**src/rtl/time_set_ctrl_pkg.sv**
```systemverilog
// Shared types and helpers for the hh:mm:ss time-set controller.
// State encoding doubles as the field code reported to the display mux.
package time_set_ctrl_pkg;

  typedef enum logic [1:0] {
    ST_RUN    = 2'd0,
    ST_SET_HH = 2'd1,
    ST_SET_MM = 2'd2,
    ST_SET_SS = 2'd3
  } state_t;

  localparam logic [1:0] FLD_NONE = 2'd0;
  localparam logic [1:0] FLD_HH   = 2'd1;
  localparam logic [1:0] FLD_MM   = 2'd2;
  localparam logic [1:0] FLD_SS   = 2'd3;

  localparam logic [7:0] HH_MAX = 8'h23;
  localparam logic [7:0] MS_MAX = 8'h59;

  // Out-of-range or non-BCD values snap to 00 so a bad capture self-heals on first inc.
  function automatic logic [7:0] bcd_inc(input logic [7:0] v, input logic [7:0] max_v);
    logic [7:0] r;
    if (v[7:4] > 4'd9 || v[3:0] > 4'd9 || v >= max_v) r = 8'h00;
    else if (v[3:0] == 4'd9)                          r = {v[7:4] + 4'd1, 4'h0};
    else                                              r = {v[7:4], v[3:0] + 4'd1};
    return r;
  endfunction

endpackage

```
**src/rtl/time_set_ctrl_btn_debounce.sv**
```systemverilog
// Push-button conditioner: 2-FF synchroniser, stable-level filter, one-cycle press pulse.
module btn_debounce #(
  parameter int unsigned DEBOUNCE_CYCLES = 500000
) (
  input  logic clk,
  input  logic rst,
  input  logic i_btn,
  output logic o_pulse
);

  localparam int unsigned   CW     = $clog2(DEBOUNCE_CYCLES + 1);
  localparam logic [CW-1:0] RELOAD = CW'(DEBOUNCE_CYCLES - 1);

  logic          r_sync1;
  logic          r_sync2;
  logic          r_level;
  logic          r_level_d;
  logic          r_pulse;
  logic [CW-1:0] r_cnt;

  // Level flips only after DEBOUNCE_CYCLES consecutive samples that disagree with it.
  always_ff @(posedge clk or negedge rst) begin
    if (!rst) begin
      r_sync1   <= 1'b0;
      r_sync2   <= 1'b0;
      r_level   <= 1'b0;
      r_level_d <= 1'b0;
      r_pulse   <= 1'b0;
      r_cnt     <= '0;
    end else begin
      r_sync1   <= i_btn;
      r_sync2   <= r_sync1;
      r_level_d <= r_level;
      r_pulse   <= r_level & ~r_level_d;
      if (r_sync2 == r_level) begin
        r_cnt <= RELOAD;
      end else if (r_cnt == '0) begin
        r_level <= r_sync2;
        r_cnt   <= RELOAD;
      end else begin
        r_cnt <= r_cnt - CW'(1);
      end
    end
  end

  assign o_pulse = r_pulse;

endmodule

```
**src/rtl/time_set_ctrl.sv**
```systemverilog
// Edit FSM, BCD field increment and blink timer for setting the hh:mm:ss clock.
//   state     | meaning
//   ST_RUN    | clock runs, inc ignored
//   ST_SET_HH | editing hours
//   ST_SET_MM | editing minutes
//   ST_SET_SS | editing seconds, next mode loads the counter
module time_set_ctrl
  import time_set_ctrl_pkg::*;
#(
  parameter int unsigned DEBOUNCE_CYCLES = 500000,
  parameter int unsigned BLINK_CYCLES    = 25000000
) (
  input  logic        clk,
  input  logic        rst,
  input  logic        btn_mode,
  input  logic        btn_inc,
  input  logic [23:0] cur_time,
  output logic [23:0] set_time,
  output logic        load,
  output logic        setting,
  output logic [1:0]  field,
  output logic        blink
);

  localparam int unsigned   BW           = $clog2(BLINK_CYCLES + 1);
  localparam logic [BW-1:0] BLINK_RELOAD = BW'(BLINK_CYCLES - 1);

  state_t        r_state;
  state_t        w_state_nxt;
  logic [23:0]   r_set_time;
  logic [23:0]   w_set_time_nxt;
  logic          r_load;
  logic          w_load_nxt;
  logic          r_setting;
  logic [1:0]    r_field;
  logic [1:0]    w_field_nxt;
  logic          r_blink;
  logic          w_blink_restart;
  logic [BW-1:0] r_blink_cnt;
  logic          w_mode_p;
  logic          w_inc_p;

  btn_debounce #(.DEBOUNCE_CYCLES(DEBOUNCE_CYCLES)) u_db_mode (
    .clk     (clk),
    .rst     (rst),
    .i_btn   (btn_mode),
    .o_pulse (w_mode_p)
  );

  btn_debounce #(.DEBOUNCE_CYCLES(DEBOUNCE_CYCLES)) u_db_inc (
    .clk     (clk),
    .rst     (rst),
    .i_btn   (btn_inc),
    .o_pulse (w_inc_p)
  );

  always_ff @(posedge clk or negedge rst) begin
    if (!rst) begin
      r_state     <= ST_RUN;
      r_set_time  <= '0;
      r_load      <= 1'b0;
      r_setting   <= 1'b0;
      r_field     <= FLD_NONE;
      r_blink     <= 1'b0;
      r_blink_cnt <= '0;
    end else begin
      r_state    <= w_state_nxt;
      r_set_time <= w_set_time_nxt;
      r_load     <= w_load_nxt;
      // Lags state by one cycle so setting is still high alongside the load strobe.
      r_setting  <= (r_state != ST_RUN);
      r_field    <= w_field_nxt;
      if (w_blink_restart) begin
        r_blink     <= 1'b0;
        r_blink_cnt <= BLINK_RELOAD;
      end else if (r_blink_cnt == '0) begin
        r_blink     <= ~r_blink;
        r_blink_cnt <= BLINK_RELOAD;
      end else begin
        r_blink_cnt <= r_blink_cnt - BW'(1);
      end
    end
  end

  always_comb begin
    w_state_nxt = r_state;
    if (w_mode_p) begin
      case (r_state)
        ST_RUN:    w_state_nxt = ST_SET_HH;
        ST_SET_HH: w_state_nxt = ST_SET_MM;
        ST_SET_MM: w_state_nxt = ST_SET_SS;
        ST_SET_SS: w_state_nxt = ST_RUN;
        default:   w_state_nxt = ST_RUN;
      endcase
    end
  end

  // Mode has priority: an inc landing in the same cycle as mode is dropped.
  always_comb begin
    w_set_time_nxt  = r_set_time;
    w_load_nxt      = 1'b0;
    w_field_nxt     = FLD_NONE;
    w_blink_restart = w_mode_p | w_inc_p | (w_state_nxt == ST_RUN);
    case (w_state_nxt)
      ST_SET_HH: w_field_nxt = FLD_HH;
      ST_SET_MM: w_field_nxt = FLD_MM;
      ST_SET_SS: w_field_nxt = FLD_SS;
      default:   w_field_nxt = FLD_NONE;
    endcase
    if (w_mode_p) begin
      if (r_state == ST_RUN) w_set_time_nxt = cur_time;
      w_load_nxt = (r_state == ST_SET_SS);
    end else if (w_inc_p) begin
      case (r_state)
        ST_SET_HH: w_set_time_nxt[23:16] = bcd_inc(r_set_time[23:16], HH_MAX);
        ST_SET_MM: w_set_time_nxt[15:8]  = bcd_inc(r_set_time[15:8],  MS_MAX);
        ST_SET_SS: w_set_time_nxt[7:0]   = bcd_inc(r_set_time[7:0],   MS_MAX);
        default:   w_set_time_nxt        = r_set_time;
      endcase
    end
  end

  assign set_time = r_set_time;
  assign load     = r_load;
  assign setting  = r_setting;
  assign field    = r_field;
  assign blink    = r_blink;

endmodule

```
**config.mk**
```make
export PLATFORM = sky130hd
export DESIGN_NAME = time_set_ctrl
export DESIGN_NICKNAME = d
export VERILOG_FILES = /design/src/rtl/time_set_ctrl_pkg.sv /design/src/rtl/time_set_ctrl_btn_debounce.sv /design/src/rtl/time_set_ctrl.sv
export SDC_FILE = /design/constraint.sdc
export NUM_CORES = 1
export LEC_CHECK = 0
export ABC_AREA = 1
export BUFFER_PORTS_ARGS = -buffer_cell sky130_fd_sc_hd__buf_4
export CAP_MARGIN = 10
export CORE_MARGIN = 2
export CORE_UTILIZATION = 63
export DETAILED_ROUTE_END_ITERATION = 8
export GPL_TIMING_DRIVEN = 0
export PLACE_DENSITY = 0.85
export SYNTH_ARGS = -nofsm -noshare
export SYNTH_HDL_FRONTEND = slang
export SYNTH_HIERARCHICAL = 1
export SYNTH_SLANG_ARGS = --single-unit
```
**constraint.sdc**
```tcl
create_clock -name clk -period 2.43 [get_ports clk]
set_input_delay 0.243 -clock clk [delete_from_list [all_inputs] [get_ports clk]]
set_output_delay 0.243 -clock clk [all_outputs]
set_load 0.1 [all_outputs]
```
==> flow_summary.toml <==
[cts]
cts_sinks = 104
clk_pin_slew_ns = 0.10
ctsHoldBuffers = 3
cts_tree = "yes"
numCtsBuffers = 9
cts-resized-gates = 0
cts_root_buf = "clkbuf_8"
cts_setup_buffers = 0
ctsLongestPathBuffers = 2
cts_htree_levels = 3
clkLatencyLatePin_ns = 0.37

[pwr]
p_per_area_nw_per_um2 = 422.7
power.total_uw = 2886
static-leakage-power_uw = 0.003354
switching_share = 0.2365
power_switching_uw = 682.5
power.internal_uw = 2203
pwr-share-clk = 0.354
combinationalPowerShare = 0.041
ir_drop_uv = 333.5
pwr-share-seq = 0.606

[floorplan]
core-area_um2 = 9240
die_w_um = 101.6
die_y_um = 101.6
io_pins = 57
start_util = 0.6496
core.rowCount = 35
die_area_um2 = 10320

[worst_setup_path]
cp_max_fo = 10
critPathLaunchType = "register"
critPathArrivalTime_ns = 2.20
cp-end-kind = "register"
reg2reg_from = "r_state[0]$_DFF_PN0_"
required_ns = 2.69
critPathMaxStageDelay_ns = 0.49
crit_top_cell = "o21ai_1"
rrSetupSlack_ns = 0.49
crit_chain = "inv_1 > ha_1 > nand2_1 > o21ai_1 > o21ai_1 > inv_2 > nand2_2 > nor2_1"
crit_type = "reg -> reg"
r2r_end = "r_blink_cnt[10]$_DFF_PN0_"
worstRegToRegCells = 8
slowest_stage = "dfrtp_1"

[global_routing]
overflow = 0
antenna_found_initial = 0
grt_usage = 0.2589
grt_pass1_wl_um = 21650
grt_max_degree = 55
grt_pass1_vias = 5056

[synth]
synth.ff_latch_count = 104
syn-cell-area_um2 = 6002
synth_warnings = 6
yosysTopAreaCell = "dfrtp_1"
synth_mux_area_frac = 0
synth_area_leaders = "dfrtp_1, nand2_1, nor2_1"
synthSimpleGateAreaFrac = 0.3773
synth_cells = 793
synth_fa_ha_area_frac = 0.03752
netlist.area_leader.share = 0.4336
syn_nets = 839
synth_xor_area_frac = 0.03940
ys_seq_area_frac = 0.4336
yosysUniqueCellTypes = 31
synth_top_family_by_area = "simple AND/OR/NAND/NOR gates"
syn_avg_cell_area_um2 = 7.569
synth_compound_area_frac = 0.03669

[sta]
fin_tns_setup_ns = 0
relSlewSlack = 0.5758
period_share = 0.7987
tightest_slew_ns = 0.6362
period_needed_ns = 1.941
rsz0062_at_grt = "false"
clock_skew_ns = 0.01213
fin_ws_ns = 0.4891
fmax_mhz = 515.2
finalSetupViolations = 0
hold_violations = 0
drv_slew = 0

[placement]
place_congestion = 0.8909
hpwl_um = 9268
port-buffer-count = 56
dp_slack_ns = 0.4938

[routing]
first_iter_violations = 260
wl_met3_um = 539
vias = 5178
wl_met2_um = 6522
vias_per_cell = 5.188
firstDrtPassIters = 5
wl_per_cell_um = 12.52
wl_met1_um = 5275
ant_nets = 0
drc_errors = 0
top_layer = "met4"
totalWireLength_um = 12500

[layout]
fin_nets = 910
antenna_cells = 0
area_growth_pct = 13.76
drive_gt1_frac = 0.1692

[worst_hold_path]
holdPathStages = 3
hold_path_class = "in -> reg"
min_from = "cur_time[7]"
hold_path_end = "set_time[7]$_DFFE_PN0P_"

[outcome]
outcome = "finished clean"

[job]
drv_cap = 0
metal layers:
layer	GRT usage	up-vias
li1	-	2610
met2	0.4686	110
met1	0.3210	2441
met3	0.04210	17
met4	0.06757	0
met5	0	-
synthesized netlist by cell type, drive strengths merged:
cell type and count:
a21oi 20, ha 18, nand3 73, inv 105
a21o 1, and3 1, nand2 229, nor3 4
o21ai 21, nor2 156, dfrtp 104, nand3b 2
a21boi 1, or2 5, xnor2 11, clkbuf 1
buf 6, nand4 19, xor2 16
sequential cells by signal, indices dropped and copies added, names as in the netlist:
signal,flops
u_db_inc/o_pulse,1
u_db_inc/r_cnt,19
u_db_mode/r_sync1,1
field,2
u_db_inc/r_sync1,1
u_db_mode/o_pulse,1
load,1
u_db_mode/r_sync2,1
set_time,24
r_blink_cnt,25
u_db_mode/r_cnt,19
u_db_inc/r_level,1
u_db_inc/r_level_d,1
u_db_inc/r_sync2,1
u_db_mode/r_level,1
r_state,2
u_db_mode/r_level_d,1
blink,1
setting,1
through the flow:
| step | cells | instance area [um2] | util | hold slack [ns] |
|---|---|---|---|---|
| floorplan | 793 | 6002 | - | -0.05259 |
| global placement | 978 | 6584 | 0.7125 | 0.3336 |
| detailed placement | 979 | 6611 | 0.7155 | 0.3113 |
| CTS | 998 | 6828 | 0.7389 | 0.1305 |
| global route | 998 | 6828 | 0.7389 | 0.1473 |
| finish | 998 | 6828 | 0.7389 | 0.1400 |
kinds of logic after synthesis:
group,Yosys count
simple gates,489
buf+inv,112
flops,104
compound gates,43
xor+xnor,27
fa+ha+maj,18
cell type report:
type | count | area (um2)
multi-input cells | 577 | 2947
flip-flops and latches | 104 | 2603
fillers | 694 | 2412
repair buffers | 60 | 478.0
inverters | 105 | 394.1
well taps | 129 | 161.4
clock buffers | 10 | 137.6
plain buffers | 7 | 58.81
clock inverters | 6 | 48.80
power groups by stage:
stage               clock, uW  combinational [uW]  sequential (uW)
floorplan                   0                34.1             1780
global placement            0                 108             1780
detailed placement          0                 116             1780
CTS                      1060                 120             1750
global route             1120                 133             1750
finish                   1020                 117             1750
worst max-delay path: cells and delay by family (launching register included):
| family | cells | cell delay [ns] |
|---|---|---|
| compound gates | 2 | 0.40 |
| fa+ha+maj | 1 | 0.30 |
| buf+inv | 2 | 0.29 |
| flops | 1 | 0.49 |
| simple gates | 3 | 0.36 |
worst max path at each step:
stage	to	slack, ns	startpoint	cells past startpoint
floorplan	set_time[7]$_DFFE_PN0P_	0.44	set_time[4]$_DFFE_PN0P_	6
global placement	r_blink_cnt[10]$_DFF_PN0_	0.59	r_state[0]$_DFF_PN0_	8
detailed placement	r_blink_cnt[10]$_DFF_PN0_	0.49	r_state[0]$_DFF_PN0_	8
CTS	r_blink_cnt[10]$_DFF_PN0_	0.47	r_state[0]$_DFF_PN0_	8
global route	r_blink_cnt[10]$_DFF_PN0_	0.34	r_state[0]$_DFF_PN0_	8
finish	r_blink_cnt[10]$_DFF_PN0_	0.49	r_state[0]$_DFF_PN0_	8
cells in the final DEF, fill, tap and decap left out, drive strengths merged:
master       Yosys  final
xor2            16     16
dlygate4sd3      0      3
a21oi           20     20
nand3           73     73
clkinvlp         0      2
o21ai           21     21
xnor2           11     11
inv            105    108
buf              6     63
nand2          229    229
and3             1      1
a21o             1      1
clkbuf           1     11
nand4           19     19
nor3             4      4
nand3b           2      2
nor2           156    156
or2              5      5
clkinv           0      1
a21boi           1      1
ha              18     18
dfrtp          104    104
Note: power is estimated with default switching activity, not from simulation.
